`config.mk`:
```
export PLATFORM = sky130hd
export DESIGN_NAME = psum_accum
export DESIGN_NICKNAME = d
export VERILOG_FILES = /design/src/rtl/psum_accum_pkg.sv /design/src/rtl/psum_lane_alu.sv /design/src/rtl/psum_accum.sv
export SDC_FILE = /design/constraint.sdc
export NUM_CORES = 1
export LEC_CHECK = 0
export ABC_AREA = 1
export CAP_MARGIN = 20
export CORE_MARGIN = 8
export CORE_UTILIZATION = 35
export CTS_CLUSTER_DIAMETER = 150
export DETAILED_ROUTE_END_ITERATION = 6
export HOLD_SLACK_MARGIN = 0.02
export PLACE_DENSITY = 0.69
export SYNTH_ARGS = -nofsm -noshare
export SYNTH_HDL_FRONTEND = slang
export SYNTH_SLANG_ARGS = --single-unit
```
`constraint.sdc`:
```
create_clock -name i_clk -period 9.06 [get_ports i_clk]
set_input_delay 1.812 -clock i_clk [delete_from_list [all_inputs] [get_ports i_clk]]
set_output_delay 1.812 -clock i_clk [all_outputs]
set_load 0.02 [all_outputs]
```
`src/rtl/psum_accum_pkg.sv`:
```
// Shared types and constants for the partial-sum accumulation stage.
// Lane width, lane count and SRAM address width live here so that the
// lane ALU and the sequencer agree on saturation bounds and counter sizes.
package psum_accum_pkg;

   localparam int COL     = 8;
   localparam int PSUM_BW = 16;
   localparam int ADDR_W  = 11;
   localparam int WORD_W  = COL * PSUM_BW;

   // Signed lane bounds expressed as raw two's-complement bit patterns.
   localparam logic [PSUM_BW-1:0] LANE_MAX = {1'b0, {(PSUM_BW-1){1'b1}}};
   localparam logic [PSUM_BW-1:0] LANE_MIN = {1'b1, {(PSUM_BW-1){1'b0}}};

   // Counter step constants sized to their counters.
   localparam logic [ADDR_W-1:0] ADDR_ONE = {{(ADDR_W-1){1'b0}}, 1'b1};
   localparam logic [ADDR_W:0]   REM_ONE  = {{ADDR_W{1'b0}}, 1'b1};

   typedef enum logic [2:0] {
      ST_IDLE = 3'd0,
      ST_OVR  = 3'd1,
      ST_RD   = 3'd2,
      ST_WR   = 3'd3,
      ST_FIN  = 3'd4
   } state_t;

   // Clamp a one-bit-wider signed sum back into the lane range.
   // Overflow shows up as the two top bits disagreeing; the top bit then
   // tells which way it went.
   function automatic logic [PSUM_BW-1:0] lane_sat(input logic [PSUM_BW:0] sum);
      logic [PSUM_BW-1:0] res;
      if (sum[PSUM_BW] != sum[PSUM_BW-1]) begin
         if (sum[PSUM_BW]) begin
            res = LANE_MIN;
         end else begin
            res = LANE_MAX;
         end
      end else begin
         res = sum[PSUM_BW-1:0];
      end
      return res;
   endfunction

endpackage

```
`src/rtl/psum_lane_alu.sv`:
```
// One lane of the psum datapath: optional saturating add of the incoming
// word onto the stored value, followed by optional ReLU. Purely combinational.
module psum_lane_alu
   import psum_accum_pkg::*;
(
   input  logic [PSUM_BW-1:0] i_stored,
   input  logic [PSUM_BW-1:0] i_word,
   input  logic               i_add_en,
   input  logic               i_relu_en,
   output logic [PSUM_BW-1:0] o_res
);

   logic [PSUM_BW:0]   w_sum;
   logic [PSUM_BW-1:0] w_pre;

   // Sign-extended add, saturate, then clamp negatives to zero when ReLU is on.
   always_comb begin
      w_sum = {i_stored[PSUM_BW-1], i_stored} + {i_word[PSUM_BW-1], i_word};
      if (i_add_en) begin
         w_pre = lane_sat(w_sum);
      end else begin
         w_pre = i_word;
      end
      if (i_relu_en && w_pre[PSUM_BW-1]) begin
         o_res = {PSUM_BW{1'b0}};
      end else begin
         o_res = w_pre;
      end
   end

endmodule

```
`src/rtl/psum_accum.sv`:
```
// Partial-sum accumulation sequencer. Drains FIFO words and writes them to
// the single-port psum SRAM, either overwriting (first pass) or doing a
// read-modify-write with saturating add. ReLU is applied to what is written.
// SRAM controls are combinational so the access lands in the transfer cycle.
module psum_accum
   import psum_accum_pkg::*;
(
   input  logic              i_clk,
   input  logic              i_reset,
   input  logic              i_start,
   input  logic [ADDR_W-1:0] i_base_addr,
   input  logic [ADDR_W:0]   i_len,
   input  logic              i_first,
   input  logic              i_relu_en,
   input  logic              i_in_valid,
   output logic              o_in_ready,
   input  logic [WORD_W-1:0] i_in_data,
   output logic              o_sram_cen,
   output logic              o_sram_wen,
   output logic [ADDR_W-1:0] o_sram_addr,
   output logic [WORD_W-1:0] o_sram_d,
   input  logic [WORD_W-1:0] i_sram_q,
   output logic              o_busy,
   output logic              o_done
);

   state_t              r_state;
   state_t              w_state_nxt;
   logic [ADDR_W-1:0]   r_addr;
   logic [ADDR_W:0]     r_rem;
   logic                r_relu;
   logic [WORD_W-1:0]   r_data;
   logic                r_busy;

   logic                w_last;
   logic                w_add_en;
   logic [WORD_W-1:0]   w_alu_word;
   logic [WORD_W-1:0]   w_alu_res;

   assign w_last   = (r_rem == REM_ONE);
   assign w_add_en = (r_state == ST_WR);
   assign o_busy   = r_busy;

   // Lane operand: the latched FIFO word during the write-back, live FIFO data otherwise.
   always_comb begin
      if (r_state == ST_WR) begin
         w_alu_word = r_data;
      end else begin
         w_alu_word = i_in_data;
      end
   end

   genvar g;
   generate
      for (g = 0; g < COL; g++) begin : g_lane
         psum_lane_alu u_lane (
            .i_stored  (i_sram_q[g*PSUM_BW +: PSUM_BW]),
            .i_word    (w_alu_word[g*PSUM_BW +: PSUM_BW]),
            .i_add_en  (w_add_en),
            .i_relu_en (r_relu),
            .o_res     (w_alu_res[g*PSUM_BW +: PSUM_BW])
         );
      end
   endgenerate

   // Next-state decode and SRAM/FIFO handshake, all idle by default.
   always_comb begin
      w_state_nxt = r_state;
      o_in_ready  = 1'b0;
      o_sram_cen  = 1'b1;
      o_sram_wen  = 1'b1;
      o_sram_addr = r_addr;
      o_sram_d    = {WORD_W{1'b0}};
      o_done      = 1'b0;
      case (r_state)
         ST_IDLE: begin
            if (i_start) begin
               if (i_len == {(ADDR_W+1){1'b0}}) begin
                  w_state_nxt = ST_FIN;
               end else if (i_first) begin
                  w_state_nxt = ST_OVR;
               end else begin
                  w_state_nxt = ST_RD;
               end
            end else begin
               w_state_nxt = ST_IDLE;
            end
         end
         ST_OVR: begin
            o_in_ready = 1'b1;
            if (i_in_valid) begin
               o_sram_cen = 1'b0;
               o_sram_wen = 1'b0;
               o_sram_d   = w_alu_res;
               if (w_last) begin
                  w_state_nxt = ST_FIN;
               end else begin
                  w_state_nxt = ST_OVR;
               end
            end else begin
               w_state_nxt = ST_OVR;
            end
         end
         ST_RD: begin
            o_in_ready = 1'b1;
            if (i_in_valid) begin
               o_sram_cen  = 1'b0;
               w_state_nxt = ST_WR;
            end else begin
               w_state_nxt = ST_RD;
            end
         end
         ST_WR: begin
            o_sram_cen = 1'b0;
            o_sram_wen = 1'b0;
            o_sram_d   = w_alu_res;
            if (w_last) begin
               w_state_nxt = ST_FIN;
            end else begin
               w_state_nxt = ST_RD;
            end
         end
         ST_FIN: begin
            o_done      = 1'b1;
            w_state_nxt = ST_IDLE;
         end
         default: begin
            w_state_nxt = ST_IDLE;
         end
      endcase
   end

   // State register and registered busy flag (busy mirrors the next state).
   always_ff @(posedge i_clk or posedge i_reset) begin
      if (i_reset) begin
         r_state <= ST_IDLE;
         r_busy  <= 1'b0;
      end else begin
         r_state <= w_state_nxt;
         r_busy  <= (w_state_nxt != ST_IDLE);
      end
   end

   // Pass bookkeeping: address/remaining counters, ReLU mode and the word held across RD->WR.
   always_ff @(posedge i_clk or posedge i_reset) begin
      if (i_reset) begin
         r_addr <= {ADDR_W{1'b0}};
         r_rem  <= {(ADDR_W+1){1'b0}};
         r_relu <= 1'b0;
         r_data <= {WORD_W{1'b0}};
      end else begin
         case (r_state)
            ST_IDLE: begin
               if (i_start) begin
                  r_addr <= i_base_addr;
                  r_rem  <= i_len;
                  r_relu <= i_relu_en;
               end
            end
            ST_OVR: begin
               if (i_in_valid) begin
                  r_addr <= r_addr + ADDR_ONE;
                  r_rem  <= r_rem - REM_ONE;
               end
            end
            ST_RD: begin
               if (i_in_valid) begin
                  r_data <= i_in_data;
               end
            end
            ST_WR: begin
               r_addr <= r_addr + ADDR_ONE;
               r_rem  <= r_rem - REM_ONE;
            end
            default: begin
               r_addr <= r_addr;
            end
         endcase
      end
   end

endmodule

```
==> results.ini <==
[setup_path]
worst_setup_path_start_kind = input port
end_kind = output pin
worstPathMaxFanout = 15
crit_arrival_ns = 6.19
crit_type = in2out
critPathRequiredTime_ns = 7.25

[global_routing]
antenna_found_initial = 15
grt_overflow = 0
grt_pass1_wl_um = 105600
grt_max_degree = 155
track_usage_pct = 21.75
grt_pass1_vias = 19830

[detailed_routing]
via_count = 20510
final_antenna_net_count = 0
drtIter0Drc = 1363
wirelength_um = 66380
drc = 0
via_per_inst = 4.975
drtPass1Iterations = 5
routedWlPerCell_um = 16.10

[cts]
cts_post_setup_buffers_inserted = 0
root_buffer = clkbuf_16
path_clk_slew_ns = 0.07
cts.sinks = 156
holdBufCountCts = 0
cts_buffers = 17
cts_max_level = 4
insertion_delay_ns = 0.49
cts_resized = 0
cts_tree = built
clockBufferDepth = 2

[job]
maxCapViolCount = 0

[status]
status = complete, no violations

[die]
coreArea_sq_um = 51410
die_area_sq_um = 59540
die_h_um = 244.0
num_rows = 83
initial_core_util_pct = 35.39
die_w_um = 244.0
pin_count = 429

[timing]
fmax_mhz = 125.0
finClkSkew_ns = 0.01263
drv_slew = 0
max_slew_margin_pct = 26.78
finalCritPeriodShare_pct = 88.29
grt_setup_unrepaired = no
tightest_slew_ns = 1.098
setup-tns-final_ns = 0
setup_viol = 0
min_period_ns = 7.999
hold_violations = 0
layout_setup_ws_ns = 1.061

[synthesis]
synth_commonest_cells = 931 x nand2_1, 515 x inv_1, 316 x o21ai_0
synth_cell_types = 41
syn_area_sq_um = 18190
avgSynthCellArea_sq_um = 5.932
synth.most_common_cell = nand2_1
synth_top_cell_area_share_pct = 21.46
syn_inst = 3067
synth_top_area_cell = dfrtp_1
synth_ff_type = dfrtp_1
synth-async-reset-ratio_pct = 100.0
seq_area_frac_synth_pct = 21.46
synth_edf_count = 0
syn-num-nets = 3499
yosysWarnings = 0
synth_seq_cells = 156
synth_area_leaders = dfrtp_1 21%, nand2_1 19%, inv_1 11%

[final_layout]
drive_above_1_share_pct = 4.282
syn2layout_area_growth_pct = 29.62
final_area_sq_um = 23590
fin_nets = 3853

[power_and_ir_drop]
leakagePower_uw = 0.01238
peakVddDrop_uv = 243.4
finalPower_uw = 9436
powerDensity_nw_per_um2 = 400.1

[place]
dp_slack_ns = 1.167
gp_congestion = 0.9743
port_buffers = 428
dp_hpwl_um = 51720
postPlaceCellArea_sq_um = 22940

[worst_hold_path]
hp-class = reg2reg

-- cells by family after synthesis --
kind of cell | share of synthesized area (%)
AOI/OAI and AO/OA | 17.50
xor gates and xnor gates | 2.311
adders and majority gates | 10.44
buffers and inverters | 13.61
DFF | 21.46
and+or+nand+nor | 34.69
-- per-stage QoR --
stage | hold WS, ns | cells | utilization (%)
CTS | 0.4718 | 4113 | 45.84
floorplan | 0.4367 | 3067 | -
global route | 0.5002 | 4119 | 45.87
detailed placement | 0.4540 | 4082 | 44.62
global placement | 0.4486 | 4082 | 44.62
finish | 0.4697 | 4122 | 45.88
-- path summary, 6_finish.rpt --
check | startpoint | endpoint | slack, ns | cells after the start
worst max-delay path | i_in_data[32] | o_sram_d[40] | 1.06 | 23
worst min-delay path | r_data[71] | r_data[71] | 0.47 | 2
worst max register to register | r_state[0] | r_rem[9] | 5.77 | 12
worst min register to register | r_data[71] | r_data[71] | 0.47 | 2
max in group asynchronous | i_reset | r_data[70] | 6.10 | 3
min in group asynchronous | i_reset | r_data[98] | 1.70 | 2
-- layer usage --
layer | vias to the layer above | share of wire [%] | track usage, %
li1 | 10470 | - | -
met5 | - | 0.13 | 0
met4 | 14 | 2.2 | 7.045
met2 | 610 | 47 | 37.11
met1 | 9316 | 43 | 26.27
met3 | 102 | 7.0 | 6.017
-- cells in the final DEF, fill, tap and decap left out, drive strengths merged, types with 15 or more instances in the layout --
cell type,netlist,routed
nor3,26,26
nand3,251,251
a21oi,203,203
o21ai,329,329
nor2,216,216
dfrtp,156,156
nand3b,19,19
nand2,959,959
o21bai,15,15
inv,528,536
ha,139,139
xor2,16,16
clkdlybuf4s50,0,428
clkbuf,48,17
xnor2,32,32
-- where the power goes --
group | total (uW) | internal, uW | leakage, uW | switching (uW)
clock network | 823 | 444 | 0.000306 | 379
logic | 7390 | 2610 | 0.0102 | 4780
registers | 1220 | 1030 | 0.00191 | 189
total | 9440 | 4090 | 0.0124 | 5350
-- cell type report --
class	count	area (sq um)
Clock buffer	17	425.4
Fill cell	5427	27820
Sequential cell	156	3904
Clock inverter	14	198.9
Inverter	528	1999
Antenna cell	9	22.52
Multi-Input combinational cell	2282	11830
Timing Repair Buffer	436	4357
Tap cell	680	850.8
-- registers in the layout (all words and copies together), names as in the netlist --
| name | cells |
|---|---|
| o_busy | 1 |
| r_data | 128 |
| o_sram_addr | 11 |
| r_state | 3 |
| r_relu | 1 |
| r_rem | 12 |
-- worst max-delay path, stage by stage --
cell,delay (ns)
clkdlybuf4s50_1,0.47
inv_1,0.05
nand2_1,0.07
o21ai_0,0.13
inv_1,0.10
ha_1,0.16
inv_1,0.06
fa_1,0.42
inv_1,0.13
nand3_1,0.08
nand2_1,0.11
nand2_1,0.06
nand2_1,0.13
nand3_1,0.12
nand3_1,0.09
nand2_1,0.10
ha_1,0.21
o31ai_1,0.30
o21ai_1,0.11
inv_2,0.33
nand2_1,0.09
a21oi_1,0.36
clkdlybuf4s50_1,0.69
No activity file was read; power rests on OpenSTA's default activity.
